File: src/rtl/voice_mixer_pkg.sv
// Shared constants for the voice mixer: voice count, envelope, tick and sigma-delta sizing.
// Envelope ramps are enabled by defining MIXER_ENV_EN; otherwise levels switch hard between 0 and max.
package voice_mixer_pkg;

    localparam int OSC_VOICES         = 7;
    localparam int MIXER_ENV_BW       = 6;
    localparam int MIXER_SAMPLE_DIV   = 256;
    localparam int MIXER_IDLE_TICKS   = 64;
    localparam int MIXER_ATTACK_STEP  = 4;
    localparam int MIXER_RELEASE_STEP = 1;

    localparam int MIXER_ENV_MAX = (1 << MIXER_ENV_BW) - 1;
    localparam int MIXER_FS      = OSC_VOICES * MIXER_ENV_MAX;
    localparam int SUM_BW        = $clog2(MIXER_FS + 1);
    localparam int IDLE_BW       = $clog2(MIXER_IDLE_TICKS + 1);
    localparam int DIV_BW        = $clog2(MIXER_SAMPLE_DIV);

endpackage

File: src/rtl/voice_mixer_env.sv
// Per-voice activity detector and envelope: edge flag, saturating idle counter, clamped level.
// With MIXER_ENV_EN defined the level ramps by attack/release steps, else it jumps 0 <-> max.
module voice_env
    import voice_mixer_pkg::*;
(
    input  logic                    clk_i,
    input  logic                    nrst_i,
    input  logic                    tick,
    input  logic                    wave,
    output logic [MIXER_ENV_BW-1:0] level
);

    localparam logic [IDLE_BW-1:0]      IDLE_LIMIT = IDLE_BW'(MIXER_IDLE_TICKS);
    localparam logic [MIXER_ENV_BW-1:0] LEVEL_MAX  = '1;

    logic                    waveQ;
    logic                    edgeSeen;
    logic                    waveEdge;
    logic                    active;
    logic [IDLE_BW-1:0]      idle;
    logic [MIXER_ENV_BW-1:0] levelNext;

    assign waveEdge = wave ^ waveQ;
    // Uses the idle value before this tick's update, so the envelope trails activity by one tick.
    assign active   = idle < IDLE_LIMIT;

`ifdef MIXER_ENV_EN
    localparam logic [MIXER_ENV_BW:0]   ATTACK_L  = (MIXER_ENV_BW + 1)'(MIXER_ATTACK_STEP);
    localparam logic [MIXER_ENV_BW-1:0] RELEASE_L = MIXER_ENV_BW'(MIXER_RELEASE_STEP);

    logic [MIXER_ENV_BW:0] attackSum;

    always_comb begin
        attackSum = {1'b0, level} + ATTACK_L;
        levelNext = level;
        if (active) begin
            levelNext = (attackSum > {1'b0, LEVEL_MAX}) ? LEVEL_MAX : attackSum[MIXER_ENV_BW-1:0];
        end else begin
            levelNext = (level >= RELEASE_L) ? level - RELEASE_L : '0;
        end
    end
`else
    always_comb begin
        levelNext = active ? LEVEL_MAX : '0;
    end
`endif

    always_ff @(posedge clk_i or negedge nrst_i) begin
        if (!nrst_i) begin
            waveQ    <= 1'b0;
            edgeSeen <= 1'b0;
            idle     <= IDLE_LIMIT;
            level    <= '0;
        end else begin
            waveQ <= wave;
            if (tick) begin
                edgeSeen <= 1'b0;
                level    <= levelNext;
                if (edgeSeen || waveEdge) begin
                    idle <= '0;
                end else if (idle < IDLE_LIMIT) begin
                    idle <= idle + 1'b1;
                end
            end else if (waveEdge) begin
                edgeSeen <= 1'b1;
            end
        end
    end

endmodule

File: src/rtl/voice_mixer.sv
// Voice mixer top: envelope tick divider, per-voice envelopes, gated voice sum and 1-bit sigma-delta output.
// Optional ramped envelopes via MIXER_ENV_EN (see voice_env).
module voice_mixer
    import voice_mixer_pkg::*;
(
    input  logic                  clk_i,
    input  logic                  nrst_i,
    input  logic [OSC_VOICES-1:0] wave_i,
    output logic                  audio_o,
    output logic [SUM_BW-1:0]     mix_o,
    output logic                  busy_o
);

    localparam logic [DIV_BW-1:0] DIV_LAST = DIV_BW'(MIXER_SAMPLE_DIV - 1);
    localparam logic [SUM_BW:0]   FS_L     = (SUM_BW + 1)'(MIXER_FS);

    logic [DIV_BW-1:0]       div;
    logic                    tick;
    logic [MIXER_ENV_BW-1:0] levels [OSC_VOICES];
    logic [SUM_BW-1:0]       mixSum;
    logic                    anyLevel;
    logic [SUM_BW:0]         acc;
    logic [SUM_BW:0]         sdSum;

    assign tick = (div == DIV_LAST);

    always_ff @(posedge clk_i or negedge nrst_i) begin
        if (!nrst_i) begin
            div <= '0;
        end else begin
            div <= tick ? '0 : div + 1'b1;
        end
    end

    for (genvar v = 0; v < OSC_VOICES; v++) begin : gVoice
        voice_env uEnv (
            .clk_i  (clk_i),
            .nrst_i (nrst_i),
            .tick   (tick),
            .wave   (wave_i[v]),
            .level  (levels[v])
        );
    end

    // A voice only contributes while its square wave is high.
    always_comb begin
        mixSum   = '0;
        anyLevel = 1'b0;
        for (int v = 0; v < OSC_VOICES; v++) begin
            if (wave_i[v]) begin
                mixSum = mixSum + SUM_BW'(levels[v]);
            end
            anyLevel = anyLevel | (levels[v] != '0);
        end
    end

    // acc stays below FS, so acc + mix never exceeds 2*FS-1 and fits SUM_BW+1 bits.
    assign sdSum = acc + {1'b0, mix_o};

    always_ff @(posedge clk_i or negedge nrst_i) begin
        if (!nrst_i) begin
            mix_o   <= '0;
            busy_o  <= 1'b0;
            acc     <= '0;
            audio_o <= 1'b0;
        end else begin
            mix_o  <= mixSum;
            busy_o <= anyLevel;
            if (sdSum >= FS_L) begin
                audio_o <= 1'b1;
                acc     <= sdSum - FS_L;
            end else begin
                audio_o <= 1'b0;
                acc     <= sdSum;
            end
        end
    end

endmodule

File: config.mk
export PLATFORM = sky130hd
export DESIGN_NAME = voice_mixer
export DESIGN_NICKNAME = d
export VERILOG_FILES = /design/src/rtl/voice_mixer_pkg.sv /design/src/rtl/voice_mixer_env.sv /design/src/rtl/voice_mixer.sv
export SDC_FILE = /design/constraint.sdc
export NUM_CORES = 1
export LEC_CHECK = 0
export BUFFER_PORTS_ARGS = -buffer_cell sky130_fd_sc_hd__buf_4
export CAP_MARGIN = 20
export CORE_MARGIN = 3
export CORE_UTILIZATION = 34
export DETAILED_ROUTE_END_ITERATION = 8
export GPL_TIMING_DRIVEN = 0
export PLACE_DENSITY_LB_ADDON = 0.1
export REMOVE_ABC_BUFFERS = 1
export SLEW_MARGIN = 5
export SYNTH_ARGS = -nofsm -noshare
export SYNTH_HDL_FRONTEND = slang
export SYNTH_SLANG_ARGS = --single-unit
File: constraint.sdc
create_clock -name clk_i -period 7.8 [get_ports clk_i]
set_input_delay 0.39 -clock clk_i [delete_from_list [all_inputs] [get_ports clk_i]]
set_output_delay 0.39 -clock clk_i [all_outputs]
set_load 0.05 [all_outputs]
After elaboration in Yosys (flattened, before gate mapping) --
Index checks and enable logic that the tools add are counted.
Cells by class: $add $sub $neg 16, equal/unequal tests 1, bitwise logic cells 13, muxes and demuxes 45, reductions and logical operators 35, magnitude comparators 8
Operator list (count):
- $mux W7 | 14
- $add A9 B6 Y9 | 6
- $mux W9 | 6
- $add A7 B1 Y7 const B | 7
- $lt A7 B7 Y1 const B | 7
- $mux W6 | 8
- $reduce_bool A6 Y1 | 7
- $reduce_bool A2 Y1 | 14
- $mux W1 | 15
- $reduce_and A2 Y1 | 7
- $add A10 B9 Y10 | 1
- $ge A10 B9 Y1 const B | 1
- $mux W10 | 1
- $sub A10 B9 Y10 const B | 1
- $add A8 B1 Y8 const B | 1
- $eq A8 B8 Y1 const B | 1
- $mux W8 | 1
- $logic_or A1 B1 Y1 | 7
- $xor A1 B1 Y1 | 7
- $or A1 B1 Y1 | 6
Storage, ports and cells: word-level logic and storage cells 151, bits of input ports 9, bits in registers 134

Logic depth before layout (Yosys ltp) --
word-level depth 13, gate-level depth with buffers 33

Cells and area by module --
From an unflattened synthesis, not the netlist that was laid out.
Second synthesis, totals: cells, all modules 837, area total of the unflattened synthesis 8011.4 sq um
By module, submodules not included:
- voice_env | cells each 54, area an instance 581.8 sq um, sequential area each 251.5 sq um, instances 7
- voice_mixer | cells each 459, area an instance 3938.8 sq um, sequential area each 725.7 sq um, instances 1

Worst setup path before layout --
Ideal clock, no wire load.
path kind input port to flip-flop, start input wave_i[0], end register mix_o[7], setup slack 1.445 ns, data arrival time 6.276 ns, required time 7.721 ns, setup time 0.079 ns, cell stages on the path 30, path through nand2_1 > ha_1 > mux2i_1 > inv_1 > fa_1 > fa_1 > a21oi_1 > ha_1 > a21o_1 > a21oi_1 > xnor2_1 > mux2_2 > ha_1 > o21a_1 > o31a_1 > a211oi_1 > a21o_1 > ha_1 > o21a_1 > a21oi_1 > xnor2_1 > nor2_1 > a21oi_1 > ha_1 > or4_1 > o2111ai_1 > nor2b_1 > xnor2_1 > o21ai_0 > xor2_1
On the way: longest elaborated chain between the ends 13
Ends and longest elaborated chain:
- start: declaration | line voice_mixer.sv:8 | input logic [OSC_VOICES-1:0] wave_i,
- $mux W6 * | line voice_mixer.sv:50 | if (wave_i[v]) begin
- $add A9 B6 Y9 | line voice_mixer.sv:51 | mixSum = mixSum + SUM_BW'(levels[v]);
- $mux W9 * | line voice_mixer.sv:50
- $add A9 B6 Y9 | line voice_mixer.sv:51
- $mux W9 * | line voice_mixer.sv:50
- $add A9 B6 Y9 | line voice_mixer.sv:51
- $mux W9 * | line voice_mixer.sv:50
- $add A9 B6 Y9 | line voice_mixer.sv:51
- $mux W9 * | line voice_mixer.sv:50
- $add A9 B6 Y9 | line voice_mixer.sv:51
- $mux W9 * | line voice_mixer.sv:50
- $add A9 B6 Y9 | line voice_mixer.sv:51
- $mux W9 * | line voice_mixer.sv:50
- net mixSum[7] | line voice_mixer.sv:20 | logic [SUM_BW-1:0] mixSum;
- end signal: assignment | line voice_mixer.sv:67 | mix_o <= mixSum;
- end: declaration | line voice_mixer.sv:10 | output logic [SUM_BW-1:0] mix_o,
Mark *: on every way through the listed nets, which the timed path passes. The rest lies on a longest branch. A chain may end at the register's enable or synchronous reset.

Worst setup path in the final report --
start register gVoice[0].uEnv.level[4], end register mix_o[8]
On the way: longest elaborated chain between the ends 13
Ends and longest elaborated chain:
- start: declaration | line voice_mixer_env.sv:10 | output logic [MIXER_ENV_BW-1:0] level
- start signal: assignment | line voice_mixer_env.sv:58 | level <= levelNext;
- $mux W6 * | line voice_mixer.sv:50
- $add A9 B6 Y9 | line voice_mixer.sv:51
- $mux W9 * | line voice_mixer.sv:50
- $add A9 B6 Y9 | line voice_mixer.sv:51
- $mux W9 * | line voice_mixer.sv:50
- $add A9 B6 Y9 | line voice_mixer.sv:51
- $mux W9 * | line voice_mixer.sv:50
- $add A9 B6 Y9 | line voice_mixer.sv:51
- $mux W9 * | line voice_mixer.sv:50
- $add A9 B6 Y9 | line voice_mixer.sv:51
- $mux W9 * | line voice_mixer.sv:50
- $add A9 B6 Y9 | line voice_mixer.sv:51
- $mux W9 * | line voice_mixer.sv:50
- net mixSum[8] | line voice_mixer.sv:20
Marked as above.

==> out/summary.md <==
For this design the ratio of total power to cell area is 194.8 mW/mm^2. STA classifies the critical path startpoint as a flip-flop. The global routing's busiest layer is met2. The transition time of the tightest slew-check pin is 616.4 ps.

The critical path capture point type is a flip-flop. The tools report the overflow left after global routing as 0. Among all stages on the critical path, the largest delay is contributed by mux2i_1. Counting stages on the worst path, the most repeated cell is ha_1. Entering global routing, the biggest net connects 67 pins.

The fraction of met2 tracks used by global routing was 0.2197; the proportion of layout cells with a drive suffix above 1 was 0.09664. Commonest register cell after synthesis: dfrtp_1. The tools report the die footprint as 0.02075 sq mm.

The global-route usage over all layers came out at 0.1383. The die outline height came out at 144.0 microns. The average instance in the mapped netlist occupies 9.349 sq um.

In the layout the commonest cells are 92 x dfrtp_1, 84 x nand2_1, 56 x nor2_1. The number of different library cells in the post-synthesis netlist is 59. The final worst clock skew came out at 7.924 ps.

The run gives 0.01951 as the global routing met3 resource utilization. After detailed routing, the number of vias per cell comes to 5.234. The area added between synthesis and finish came out at 11.38%.

After detailed routing, the number of remaining DRC violations is 0. The time the worst path needs with I/O delays and setup is 7076 ps. Setup repair after global routing left no endpoint under its margin. Port buffering added 19 buffers. The run gives 4 as the number of iterations in the first detailed-routing pass.

During synthesis, Yosys emitted a total of 0 warnings. The final layout contains 776 nets. The worst hold path belongs to the class in -> async. At the worst endpoint, the arrival time is 7310 ps. The number of antenna violations at the first check in global routing was 0. The run finished with clean final reports. The share of flip-flops with an asynchronous set or reset after synthesis is 1.000, and the final weighted congestion in routability-driven placement is 0.7802. The number of hold violations in the final report came out at 0. The number of flip-flops and latches in the synthesized netlist works out to 99. The share of the clock period used by the worst path after layout was 0.9072; the total CTS buffers was 9. Power comes to 1.406 mW. Clock-pin slew was measured on the worst setup and hold paths at 70 ps. The hold buffer count at cts was 0; the number of buffers on the longest clock path was 2.

Clock latency of the later-clocked register in the worst-skew pair: 350 ps. The number of sinks driven by the clock tree is 99, and the horizontal extent of the die is 144.0 microns. In this design, the stage delay of the slowest critical-path cell is 500 ps. Summed over all cells, the static leakage comes to 3.120 nW.

The region available for standard cell placement spans 0.01833 sq mm. For the number of antenna diodes, the log shows 0. Once layout is complete, the cells apart from fillers number 943. Number of max-slew violations in the final report: 0. The remaining antenna violation count after routing was 0.

Buffer type at the clock tree root: clkbuf_16. Summing every instance area after synthesis gives 0.006479 sq mm. After technology mapping, the gate count stands at 693. The worst setup path is of the reg -> reg kind. The run gives 0 as the max-cap check violation count.

The total wirelength of the detailed-routed design came out at 13240 microns. In the final routed layout, each cell accounts on average for 14.04 microns. The floorplan has 49 rows. The violation count after the first detailed-routing iteration was 212. The effective utilization at floorplan was 0.3534; the data required time at the worst endpoint was 8030 ps.

Detailed placement finished with a half-perimeter wire length of 9863 microns. For the final routed database, the setup TNS stands at 0 ps. Leaving out fill and tap cells, the most frequent cell in the layout is dfrtp_1. 20 I/O pins were placed. The sequential element share of the synthesized area was 0.3837. Met1 track demand over resource in global routing: 0.1927.

TritonCTS built the clock tree. Counting flops with a built-in enable in the synthesized netlist gives 0. Setup violations remaining at the end of the flow were counted as 0. Cell count after placement: 928.

Largest voltage drop on the vdd net: 97.88 uV. After clock tree synthesis, the repair step resized 0 gates. The H-tree generated during clock tree synthesis spans 3 levels. The number of setup buffers added after CTS was 0; the routed via count was 4936.

For the via count of the first global-routing pass, the log shows 4861. Largest fanout of any net on the critical path: 6. The first global-routing pass estimated 23310 microns of wire. Static timing analysis puts the maximum clock frequency at 141.3 MHz. The headroom to the max-slew limit was 0.5773.
==> through the flow <==
step | area, sq um | setup slack [ps] | hold WS [ps] | utilization
after floorplan | 6414 | 1449 | 94.41 | -
after global placement | 6843 | 680.5 | 468.9 | 0.3733
after detailed placement | 6932 | 635.1 | 403.9 | 0.3781
after CTS | 7216 | 690.7 | 21.73 | 0.3936
after global routing | 7216 | 125.3 | 37.02 | 0.3936
final | 7216 | 723.6 | 2.482 | 0.3936
==> state kept, by name (all words and copies together) (netlist names) <==
name and count:
acc 10, audio_o 1, busy_o 1, div 8, gVoice.uEnv.edgeSeen 7, gVoice.uEnv.idle 49, gVoice.uEnv.level 7, gVoice.uEnv.waveQ 7
mix_o 9
==> cell families (layout without fill, tap and decap cells) <==
logic type,after synthesis,after routing,synth area share
AOI/OAI and AO/OA,187,187,0.1943
xor gates and xnor gates,48,48,0.06701
adders and majority gates,57,57,0.1205
buffers and inverters,47,68,0.02742
DFF,99,99,0.3837
muxes,20,20,0.03399
and+or+nand+nor,235,235,0.1730
==> critical path: cells and delay by family, from the launching register on <==
| kind | cells | cell delay (ps) |
|---|---|---|
| adder cells (fa/ha/maj) | 7 | 2350 |
| buffers and inverters | 1 | 190 |
| AO/OA/AOI/OAI | 15 | 2610 |
| multiplexers | 3 | 880 |
| AND/OR/NAND/NOR | 3 | 310 |
| flip-flops | 1 | 380 |
| XOR/XNOR | 2 | 230 |
==> power breakdown <==
part,leakage (nW),switching (mW),internal [mW]
clock network,0.136,0.195,0.248
registers,1.26,0.0117,0.547
logic,1.72,0.241,0.164
total,3.12,0.447,0.959
==> per-layer routing <==
metal | wire length, microns | part of all wire
met1 | 6761 | 0.51
met2 | 6050 | 0.46
met3 | 210 | 0.016
met4 | 216 | 0.016
met5 | 0 | 0
==> synth_stat cells (7+ instances only) <==
| cell | number | area share |
|---|---|---|
| a211oi_1 | 8 | 0.0093 |
| a21o_1 | 12 | 0.014 |
| a21oi_1 | 33 | 0.025 |
| a22o_1 | 10 | 0.014 |
| clkbuf_1 | 15 | 0.0087 |
| dfrtp_1 | 92 | 0.36 |
| dfstp_2 | 7 | 0.028 |
| fa_1 | 9 | 0.028 |
| ha_1 | 48 | 0.093 |
| inv_1 | 30 | 0.017 |
| mux2_2 | 16 | 0.028 |
| nand2_1 | 84 | 0.049 |
| nand2b_1 | 9 | 0.0087 |
| nand3_1 | 25 | 0.019 |
| nor2_1 | 57 | 0.033 |
| nor2b_1 | 13 | 0.013 |
| nor3_1 | 10 | 0.0077 |
| o21a_1 | 11 | 0.013 |
| o21ai_0 | 54 | 0.042 |
| o31ai_1 | 20 | 0.023 |
| o41ai_1 | 8 | 0.011 |
| xnor2_1 | 34 | 0.046 |
| xor2_1 | 13 | 0.018 |
==> cell type report <==
| type | instances | area, sq um |
|---|---|---|
| Timing Repair Buffer | 23 | 224.0 |
| Inverter | 30 | 112.6 |
| Clock buffer | 11 | 232.7 |
| Tap cell | 229 | 286.5 |
| Multi-Input combinational cell | 547 | 3822 |
| Fill cell | 1821 | 11120 |
| Sequential cell | 99 | 2486 |
| Clock inverter | 4 | 51.30 |
==> final timing paths <==
| kind | from | endpoint | slack, ps | cells past startpoint |
|---|---|---|---|---|
| max in group asynchronous | nrst_i | gVoice[1].uEnv.idle[6] | 7040 | 2 |
| min in group clk_i | wave_i[0] | gVoice[0].uEnv.waveQ | 180 | 1 |
| min reg2reg | div[4] | div[4] | 480 | 1 |
| max reg2reg | gVoice[0].uEnv.level[4] | mix_o[8] | 720 | 31 |
| max | gVoice[0].uEnv.level[4] | mix_o[8] | 720 | 31 |
| min | nrst_i | gVoice[2].uEnv.idle[3] | 2 | 1 |
Note: power is estimated with default switching activity, not from simulation.
